`config.mk`:
```
export PLATFORM = sky130hd
export DESIGN_NAME = multicycle_ctrl
export DESIGN_NICKNAME = d
export VERILOG_FILES = /design/src/rtl/multicycle_ctrl.sv
export SDC_FILE = /design/constraint.sdc
export NUM_CORES = 1
export LEC_CHECK = 0
export CORE_MARGIN = 3
export CORE_UTILIZATION = 25
export CTS_CLUSTER_SIZE = 16
export DETAILED_ROUTE_END_ITERATION = 6
export GPL_TIMING_DRIVEN = 0
export SYNTH_ARGS = -nofsm -noshare
export SYNTH_HDL_FRONTEND = slang
export SYNTH_SLANG_ARGS = --single-unit
```
`constraint.sdc`:
```
create_clock -name clk -period 3.8 [get_ports clk]
set_clock_uncertainty 0.15 [all_clocks]
set_input_delay 1.14 -clock clk [delete_from_list [all_inputs] [get_ports clk]]
set_output_delay 1.14 -clock clk [all_outputs]
set_load 0.05 [all_outputs]
```
`src/rtl/multicycle_ctrl.sv`:
```
// multicycle_ctrl
// Main sequencing FSM for the multi-cycle RV32I core. Each instruction walks
// FETCH -> DECODE -> EXEC -> (MEM) -> (WB) and the controller produces the
// per-cycle datapath strobes, waits on the shared memory port via mem_ready,
// counts cycles and retired instructions, and parks in HALT on an illegal
// opcode or a memory request that never completes.

module multicycle_ctrl #(
    parameter int CNT_W       = 32,
    parameter int MEM_TIMEOUT = 16
) (
    input  logic             clk,
    input  logic             rst,
    input  logic [6:0]       opcode,
    input  logic             branch_taken,
    input  logic             mem_ready,
    output logic             mem_read,
    output logic             mem_write,
    output logic             ir_we,
    output logic             pc_we,
    output logic             pc_src,
    output logic             reg_we,
    output logic [1:0]       result_src,
    output logic [1:0]       alu_src_b,
    output logic [2:0]       state,
    output logic             illegal,
    output logic             bus_err,
    output logic [CNT_W-1:0] cycle_count,
    output logic [CNT_W-1:0] instret_count
);

    // ------------------------------------------------------------------
    // Encodings
    // ------------------------------------------------------------------
    localparam logic [2:0] S_FETCH  = 3'd0;
    localparam logic [2:0] S_DECODE = 3'd1;
    localparam logic [2:0] S_EXEC   = 3'd2;
    localparam logic [2:0] S_MEM    = 3'd3;
    localparam logic [2:0] S_WB     = 3'd4;
    localparam logic [2:0] S_HALT   = 3'd5;

    localparam logic [6:0] OP_R      = 7'b0110011;
    localparam logic [6:0] OP_IALU   = 7'b0010011;
    localparam logic [6:0] OP_LOAD   = 7'b0000011;
    localparam logic [6:0] OP_STORE  = 7'b0100011;
    localparam logic [6:0] OP_BRANCH = 7'b1100011;
    localparam logic [6:0] OP_LUI    = 7'b0110111;
    localparam logic [6:0] OP_JAL    = 7'b1101111;

    localparam logic [1:0] RES_ALU = 2'b00;
    localparam logic [1:0] RES_MEM = 2'b01;
    localparam logic [1:0] RES_PC4 = 2'b10;

    localparam logic [1:0] ALU_B_RS2 = 2'b00;
    localparam logic [1:0] ALU_B_IMM = 2'b01;

    // The wait counter only ever holds 0 .. MEM_TIMEOUT-1: the cycle that
    // would take it to MEM_TIMEOUT is the timeout cycle itself.
    localparam int              WAIT_W    = (MEM_TIMEOUT > 1) ? $clog2(MEM_TIMEOUT) : 1;
    localparam logic [WAIT_W-1:0] WAIT_LAST = WAIT_W'(MEM_TIMEOUT - 1);

    // ------------------------------------------------------------------
    // State
    // ------------------------------------------------------------------
    logic [2:0]        state_q;
    logic [2:0]        state_d;
    logic [6:0]        op_q;
    logic [WAIT_W-1:0] wait_q;
    logic [WAIT_W-1:0] wait_d;
    logic              illegal_q;
    logic              bus_err_q;
    logic [CNT_W-1:0]  cycle_q;
    logic [CNT_W-1:0]  instret_q;

    logic              mem_wait;     // memory request outstanding and not served
    logic              timeout;      // this wait cycle is the last one allowed
    logic              retire;       // final cycle of the current instruction
    logic              set_illegal;

    // Raw strobes before the reset gate
    logic              mem_read_c;
    logic              mem_write_c;
    logic              ir_we_c;
    logic              pc_we_c;
    logic              pc_src_c;
    logic              reg_we_c;
    logic [1:0]        result_src_c;
    logic [1:0]        alu_src_b_c;

    function automatic logic is_supported(input logic [6:0] op);
        case (op)
            OP_R, OP_IALU, OP_LOAD, OP_STORE,
            OP_BRANCH, OP_LUI, OP_JAL: is_supported = 1'b1;
            default:                   is_supported = 1'b0;
        endcase
    endfunction

    // Memory wait tracking: only FETCH and MEM issue requests.
    always_comb begin
        mem_wait = ((state_q == S_FETCH) || (state_q == S_MEM)) && !mem_ready;
        timeout  = mem_wait && (wait_q == WAIT_LAST);
    end

    // Next-state, retire and wait-counter logic.
    always_comb begin
        // NOTE: every signal gets a default before the case so no path
        // leaves it unassigned; a missing default here infers a latch.
        state_d     = state_q;
        retire      = 1'b0;
        set_illegal = 1'b0;
        wait_d      = '0;

        case (state_q)
            S_FETCH: begin
                if (mem_ready) begin
                    state_d = S_DECODE;
                end else if (timeout) begin
                    state_d = S_HALT;
                end
            end

            S_DECODE: begin
                if (is_supported(opcode)) begin
                    state_d = S_EXEC;
                end else begin
                    state_d     = S_HALT;
                    set_illegal = 1'b1;
                end
            end

            S_EXEC: begin
                case (op_q)
                    OP_R, OP_IALU, OP_LUI: state_d = S_WB;
                    OP_LOAD, OP_STORE:     state_d = S_MEM;
                    OP_BRANCH, OP_JAL: begin
                        state_d = S_FETCH;
                        retire  = 1'b1;
                    end
                    // op_q is always a supported opcode once EXEC is reached
                    default:               state_d = S_HALT;
                endcase
            end

            S_MEM: begin
                if (mem_ready) begin
                    if (op_q == OP_LOAD) begin
                        state_d = S_WB;
                    end else begin
                        state_d = S_FETCH;
                        retire  = 1'b1;
                    end
                end else if (timeout) begin
                    state_d = S_HALT;
                end
            end

            S_WB: begin
                state_d = S_FETCH;
                retire  = 1'b1;
            end

            S_HALT:  state_d = S_HALT;
            default: state_d = S_HALT;
        endcase

        // Count unserved request cycles; any served cycle or state exit clears.
        if (mem_wait && !timeout) begin
            wait_d = wait_q + WAIT_W'(1);
        end
    end

    // Datapath strobes and mux selects decoded from the current state.
    always_comb begin
        mem_read_c   = 1'b0;
        mem_write_c  = 1'b0;
        ir_we_c      = 1'b0;
        pc_we_c      = 1'b0;
        pc_src_c     = 1'b0;
        reg_we_c     = 1'b0;
        result_src_c = RES_ALU;
        alu_src_b_c  = ALU_B_RS2;

        case (state_q)
            S_FETCH: begin
                // Request held until served; IR and PC+4 latch on the served cycle.
                mem_read_c = 1'b1;
                ir_we_c    = mem_ready;
                pc_we_c    = mem_ready;
            end

            S_EXEC: begin
                case (op_q)
                    OP_R: alu_src_b_c = ALU_B_RS2;
                    OP_IALU, OP_LOAD, OP_STORE, OP_LUI: alu_src_b_c = ALU_B_IMM;
                    OP_BRANCH: begin
                        pc_we_c  = branch_taken;
                        pc_src_c = 1'b1;
                    end
                    OP_JAL: begin
                        reg_we_c     = 1'b1;
                        result_src_c = RES_PC4;
                        pc_we_c      = 1'b1;
                        pc_src_c     = 1'b1;
                    end
                    default: ;
                endcase
            end

            S_MEM: begin
                if (op_q == OP_LOAD) begin
                    mem_read_c = 1'b1;
                end else begin
                    mem_write_c = 1'b1;
                end
            end

            S_WB: begin
                reg_we_c     = 1'b1;
                result_src_c = (op_q == OP_LOAD) ? RES_MEM : RES_ALU;
            end

            default: ;
        endcase
    end

    // Reset sits in FETCH, which would otherwise request memory; gate every
    // output with rst so nothing reaches the bus or the datapath during reset.
    assign mem_read   = rst & mem_read_c;
    assign mem_write  = rst & mem_write_c;
    assign ir_we      = rst & ir_we_c;
    assign pc_we      = rst & pc_we_c;
    assign pc_src     = rst & pc_src_c;
    assign reg_we     = rst & reg_we_c;
    assign result_src = rst ? result_src_c : 2'b00;
    assign alu_src_b  = rst ? alu_src_b_c  : 2'b00;

    // FSM state, latched opcode, wait counter and sticky error flags.
    always_ff @(posedge clk or negedge rst) begin
        if (!rst) begin
            state_q   <= S_FETCH;
            op_q      <= '0;
            wait_q    <= '0;
            illegal_q <= 1'b0;
            bus_err_q <= 1'b0;
        end else begin
            // NOTE: non-blocking assignments so every register samples the
            // pre-edge values; blocking here would create ordering races.
            state_q <= state_d;
            wait_q  <= wait_d;
            if (state_q == S_DECODE) begin
                op_q <= opcode;
            end
            if (set_illegal) begin
                illegal_q <= 1'b1;
            end
            if (timeout) begin
                bus_err_q <= 1'b1;
            end
        end
    end

    // Performance counters: cycles run until HALT, retires on final cycles.
    always_ff @(posedge clk or negedge rst) begin
        if (!rst) begin
            cycle_q   <= '0;
            instret_q <= '0;
        end else begin
            if (state_q != S_HALT) begin
                cycle_q <= cycle_q + CNT_W'(1);
            end
            if (retire) begin
                instret_q <= instret_q + CNT_W'(1);
            end
        end
    end

    assign state         = state_q;
    assign illegal       = illegal_q;
    assign bus_err       = bus_err_q;
    assign cycle_count   = cycle_q;
    assign instret_count = instret_q;

endmodule
```
==> impl_table.tex <==
\begin{tabular}{lr}
\hline
Metric & Value \\
\hline
\multicolumn{2}{l}{\textbf{Outcome}} \\
Result of the run & finished, final reports clean \\
\multicolumn{2}{l}{\textbf{Layout}} \\
Non-filler instance count after layout & 696 \\
Number of inserted diodes & 0 \\
Fraction of final layout cells with drive strength greater than 1 & 9.90\% \\
Core Util, Final & 35.4\% \\
Commonest cells after routing, fill and taps aside & sky130\_fd\_sc\_hd\_\_dfrtp\_1, sky130\_fd\_sc\_hd\_\_clkdlybuf4s50\_1, sky130\_fd\_sc\_hd\_\_xnor2\_1 \\
Final nets & 494 \\
Most common cell after layout, fill and taps aside & sky130\_fd\_sc\_hd\_\_dfrtp\_1 \\
Area growth from synthesis to final layout & 36.3\% \\
Fin area & between 5000 and 6000 um\^{}2 \\
\multicolumn{2}{l}{\textbf{Placement}} \\
Placed Area & 5190 um\^{}2 \\
DP Cell Count & a little under 700 \\
Number of port buffers & 88 \\
Final weighted congestion in routability-driven placement & 0.803 \\
Post-DP HPWL & 7.14 mm \\
\multicolumn{2}{l}{\textbf{Clock tree}} \\
Reg clk slew, reported paths & 60 ps \\
CTS tree & built \\
Number of sinks driven by the clock tree & 80 \\
Root cell of the clock tree & sky130\_fd\_sc\_hd\_\_clkbuf\_16 \\
Maximum level of the CTS H-tree & 3 \\
CTS Buf Count & 9 \\
Buffers from clock root to sink, at most & 2 \\
Later-pin clock latency in the skew report & about 340 ps \\
\multicolumn{2}{l}{\textbf{Worst setup path}} \\
Worst-path fanout max & 7 \\
Kind of start point of the critical path & input port \\
CP endpoint kind & primary output \\
Arrival time worst endpoint & 2360 ps \\
Required @ worst endpoint & 2510 ps \\
Critical-path top delay cell & sky130\_fd\_sc\_hd\_\_clkdlybuf4s50\_1 \\
Delay of the slowest cell on the worst path & 620 ps \\
Depth of the worst register-to-register path & 6 \\
Cell chain of the critical path & clkdlybuf4s50\_1, a22oi\_1, nor3\_2, buf\_2 \\
Crit Path Category & in2out \\
\multicolumn{2}{l}{\textbf{Hold path}} \\
Number of stages on the worst hold path & 1 \\
Class of the tightest hold or removal check & reg2reg \\
\multicolumn{2}{l}{\textbf{Yosys}} \\
Number of nets in the synthesized netlist & 394 \\
Fraction of registers with async set or reset after synthesis & 100\% \\
Mapped cell area & 4020 um\^{}2 \\
Post-synthesis average cell area & 10.6 um\^{}2 \\
Number of flops mapped to enable cells by yosys & 0 \\
Portion of the post-synthesis area used by sequential elements & around half \\
Count of mapped cells out of synthesis & between 300 and 400 \\
Most frequently used flop master after synthesis & sky130\_fd\_sc\_hd\_\_dfrtp\_1 \\
Number of storage elements in the synthesis netlist & 80 \\
Warnings, synthesis & 0 \\
Number of distinct standard cells referenced by the synthesized netlist & 48 \\
\multicolumn{2}{l}{\textbf{STA}} \\
Achievable frequency & 0.274 GHz \\
Slew of the pin with the lowest slew margin & 859 ps \\
Count of final max-slew check failures & 0 \\
Summed negative setup slack over all endpoints & 0 ps \\
Period minus WS final & 3650 ps \\
Setup repair after global routing missed its margin & no \\
Number of hold violations in the final report & 0 \\
Period utilization & between 90\% and 100\% \\
Final count of negative-setup-slack endpoints & 0 \\
Headroom to the max-slew limit & 42.2\% \\
\multicolumn{2}{l}{\textbf{Flow run}} \\
Reported max-cap violation count & 0 \\
\multicolumn{2}{l}{\textbf{Drt}} \\
Routed Antenna Nets & 0 \\
Post-DR wirelength/cell & around 14 um \\
Final WL & 9.62 mm \\
Via count & 3229 \\
DRT Pass-1 Iters & 4 \\
Detailed-route DRC error count & 0 \\
Routed via count divided by cell count & 4.64 \\
Starting DRT DRC Count & $\sim$140 \\
\multicolumn{2}{l}{\textbf{Floorplan}} \\
Die boundary height & 133 um \\
I/O pins & 90 \\
DIE AREA & 17600 um\^{}2 \\
Area of the placeable core & 15500 um\^{}2 \\
Floorplan row count & 45 \\
Floorplan die width & 133 um \\
Starting Density & approximately a quarter \\
\multicolumn{2}{l}{\textbf{Global routing}} \\
GRT overflow & 0 \\
Aggregate global-route resource usage & 11.4\% \\
Initial antenna violation count & 0 \\
Number of global-route vias before repair & $\sim$3300 \\
Largest net degree at the start of global routing & 45 \\
First-pass GRT wire length & 16.5 mm \\
\multicolumn{2}{l}{\textbf{Pwr}} \\
Internal power consumption & 1.46 mW \\
Register share of total power & 46.8\% \\
Relative contribution of the clock network to total power & 50.7\% \\
Total chip power & approximately 1.8 mW \\
Static power due to leakage & around 2.2 nW \\
Power per Cell Area & 332 nW/um\^{}2 \\
Highest ir drop seen on vdd & 0.213 mV \\
Combinational Power Share & 2.4\% \\
Switching part of the total & 19.7\% \\
Net Sw Power & 0.359 mW \\
\hline
\end{tabular}
==> what timing repair did <==
action,CTS,global route
pin swaps,0,0
endpoints found under the setup margin,9,6
resized for setup,15,13
setup buffers,0,0
hold buffers,0,0
==> synth_stat cells, drive strengths merged, types with 3 or more instances <==
cell type,count,area [um^2]
dfrtp,80,2000
xnor2,54,473
nand3,34,170
nand2,29,109
nand4,29,181
nor2,23,86.3
xor2,11,96.3
nand2b,10,62.6
and3,9,56.3
inv,9,33.8
and4,8,70.1
mux2,8,90.1
nor4,8,65.1
buf,7,63.8
o21ai,7,35.0
nor3,6,35.0
clkbuf,5,18.8
nor2b,4,25.0
a21oi,3,15.0
a22oi,3,22.5
ha,3,37.5
nand3b,3,22.5
or2,3,18.8
or4,3,26.3
==> worst max-delay path, delay by kind of cell <==
family	cells	cell delay [ps]
compound gates	1	150
buf+inv	2	910
simple gates	1	160
==> registers in the layout (all words and copies together), names as in the netlist <==
register and flops:
cycle_count 32, instret_count 32, op_q 7, wait_q 4, state 3, bus_err 1, illegal 1
==> power by group through the flow <==
stage,Sequential (mW),Combinational (mW),Clock [mW]
global placement,0.869,0.0427,0
CTS,0.853,0.0465,0.953
global route,0.852,0.0505,0.992
finish,0.853,0.0446,0.923
detailed placement,0.868,0.0458,0
floorplan,0.870,0.00784,0
==> stage by stage <==
stage | hold WS [ps] | setup slack (ps)
2_1_floorplan | 282 | 216
3_3_place_gp | 298 | -3450
3_5_place_dp | 304 | -415
4_1_cts | 313 | 1.30
5_1_grt | 320 | 63.5
6_report | 310 | 152
==> final timing paths <==
| kind | startpoint | end | slack [ps] |
|---|---|---|---|
| setup reg to reg | state[2] | cycle_count[28] | 1140 |
| hold reg to reg | wait_q[0] | wait_q[0] | 310 |
| max in group asynchronous | rst | instret_count[2] | 2380 |
| hold / removal | wait_q[0] | wait_q[0] | 310 |
| min in group asynchronous | rst | cycle_count[24] | 560 |
| setup / recovery | mem_ready | pc_we | 150 |
==> layout make-up <==
| cell class | count | area [um^2] |
|---|---|---|
| fill | 1566 | 10000 |
| clock buffer | 13 | 250 |
| clock inverter | 3 | 65.1 |
| inverter | 9 | 33.8 |
| buffer | 12 | 82.6 |
| timing repair buffer | 89 | 868 |
| sequential | 80 | 2000 |
| multi-input combinational | 279 | 1910 |
| tap | 211 | 264 |
==> layer usage <==
layer / share of wire [%] / track usage (%) / vias to the layer above
met5: 0 / 0 / -
met4: 1.0 / 3.81 / 0
met3: 4.9 / 3.16 / 8
met2: 48 / 18.4 / 85
met1: 46 / 14.8 / 1584
li1: - / - / 1552
==> cells by family after synthesis <==
kind of cell | after synthesis | synth area share [%]
multiplexers | 8 | 2.24
other | 1 | 0.0933
adder cells (fa/ha/maj) | 3 | 0.934
AO/OA/AOI/OAI | 24 | 4.45
XOR/XNOR | 65 | 14.2
buffers and inverters | 21 | 2.89
AND/OR/NAND/NOR | 178 | 25.4
flip-flops | 80 | 49.8
(Power assumes the default switching activity.)
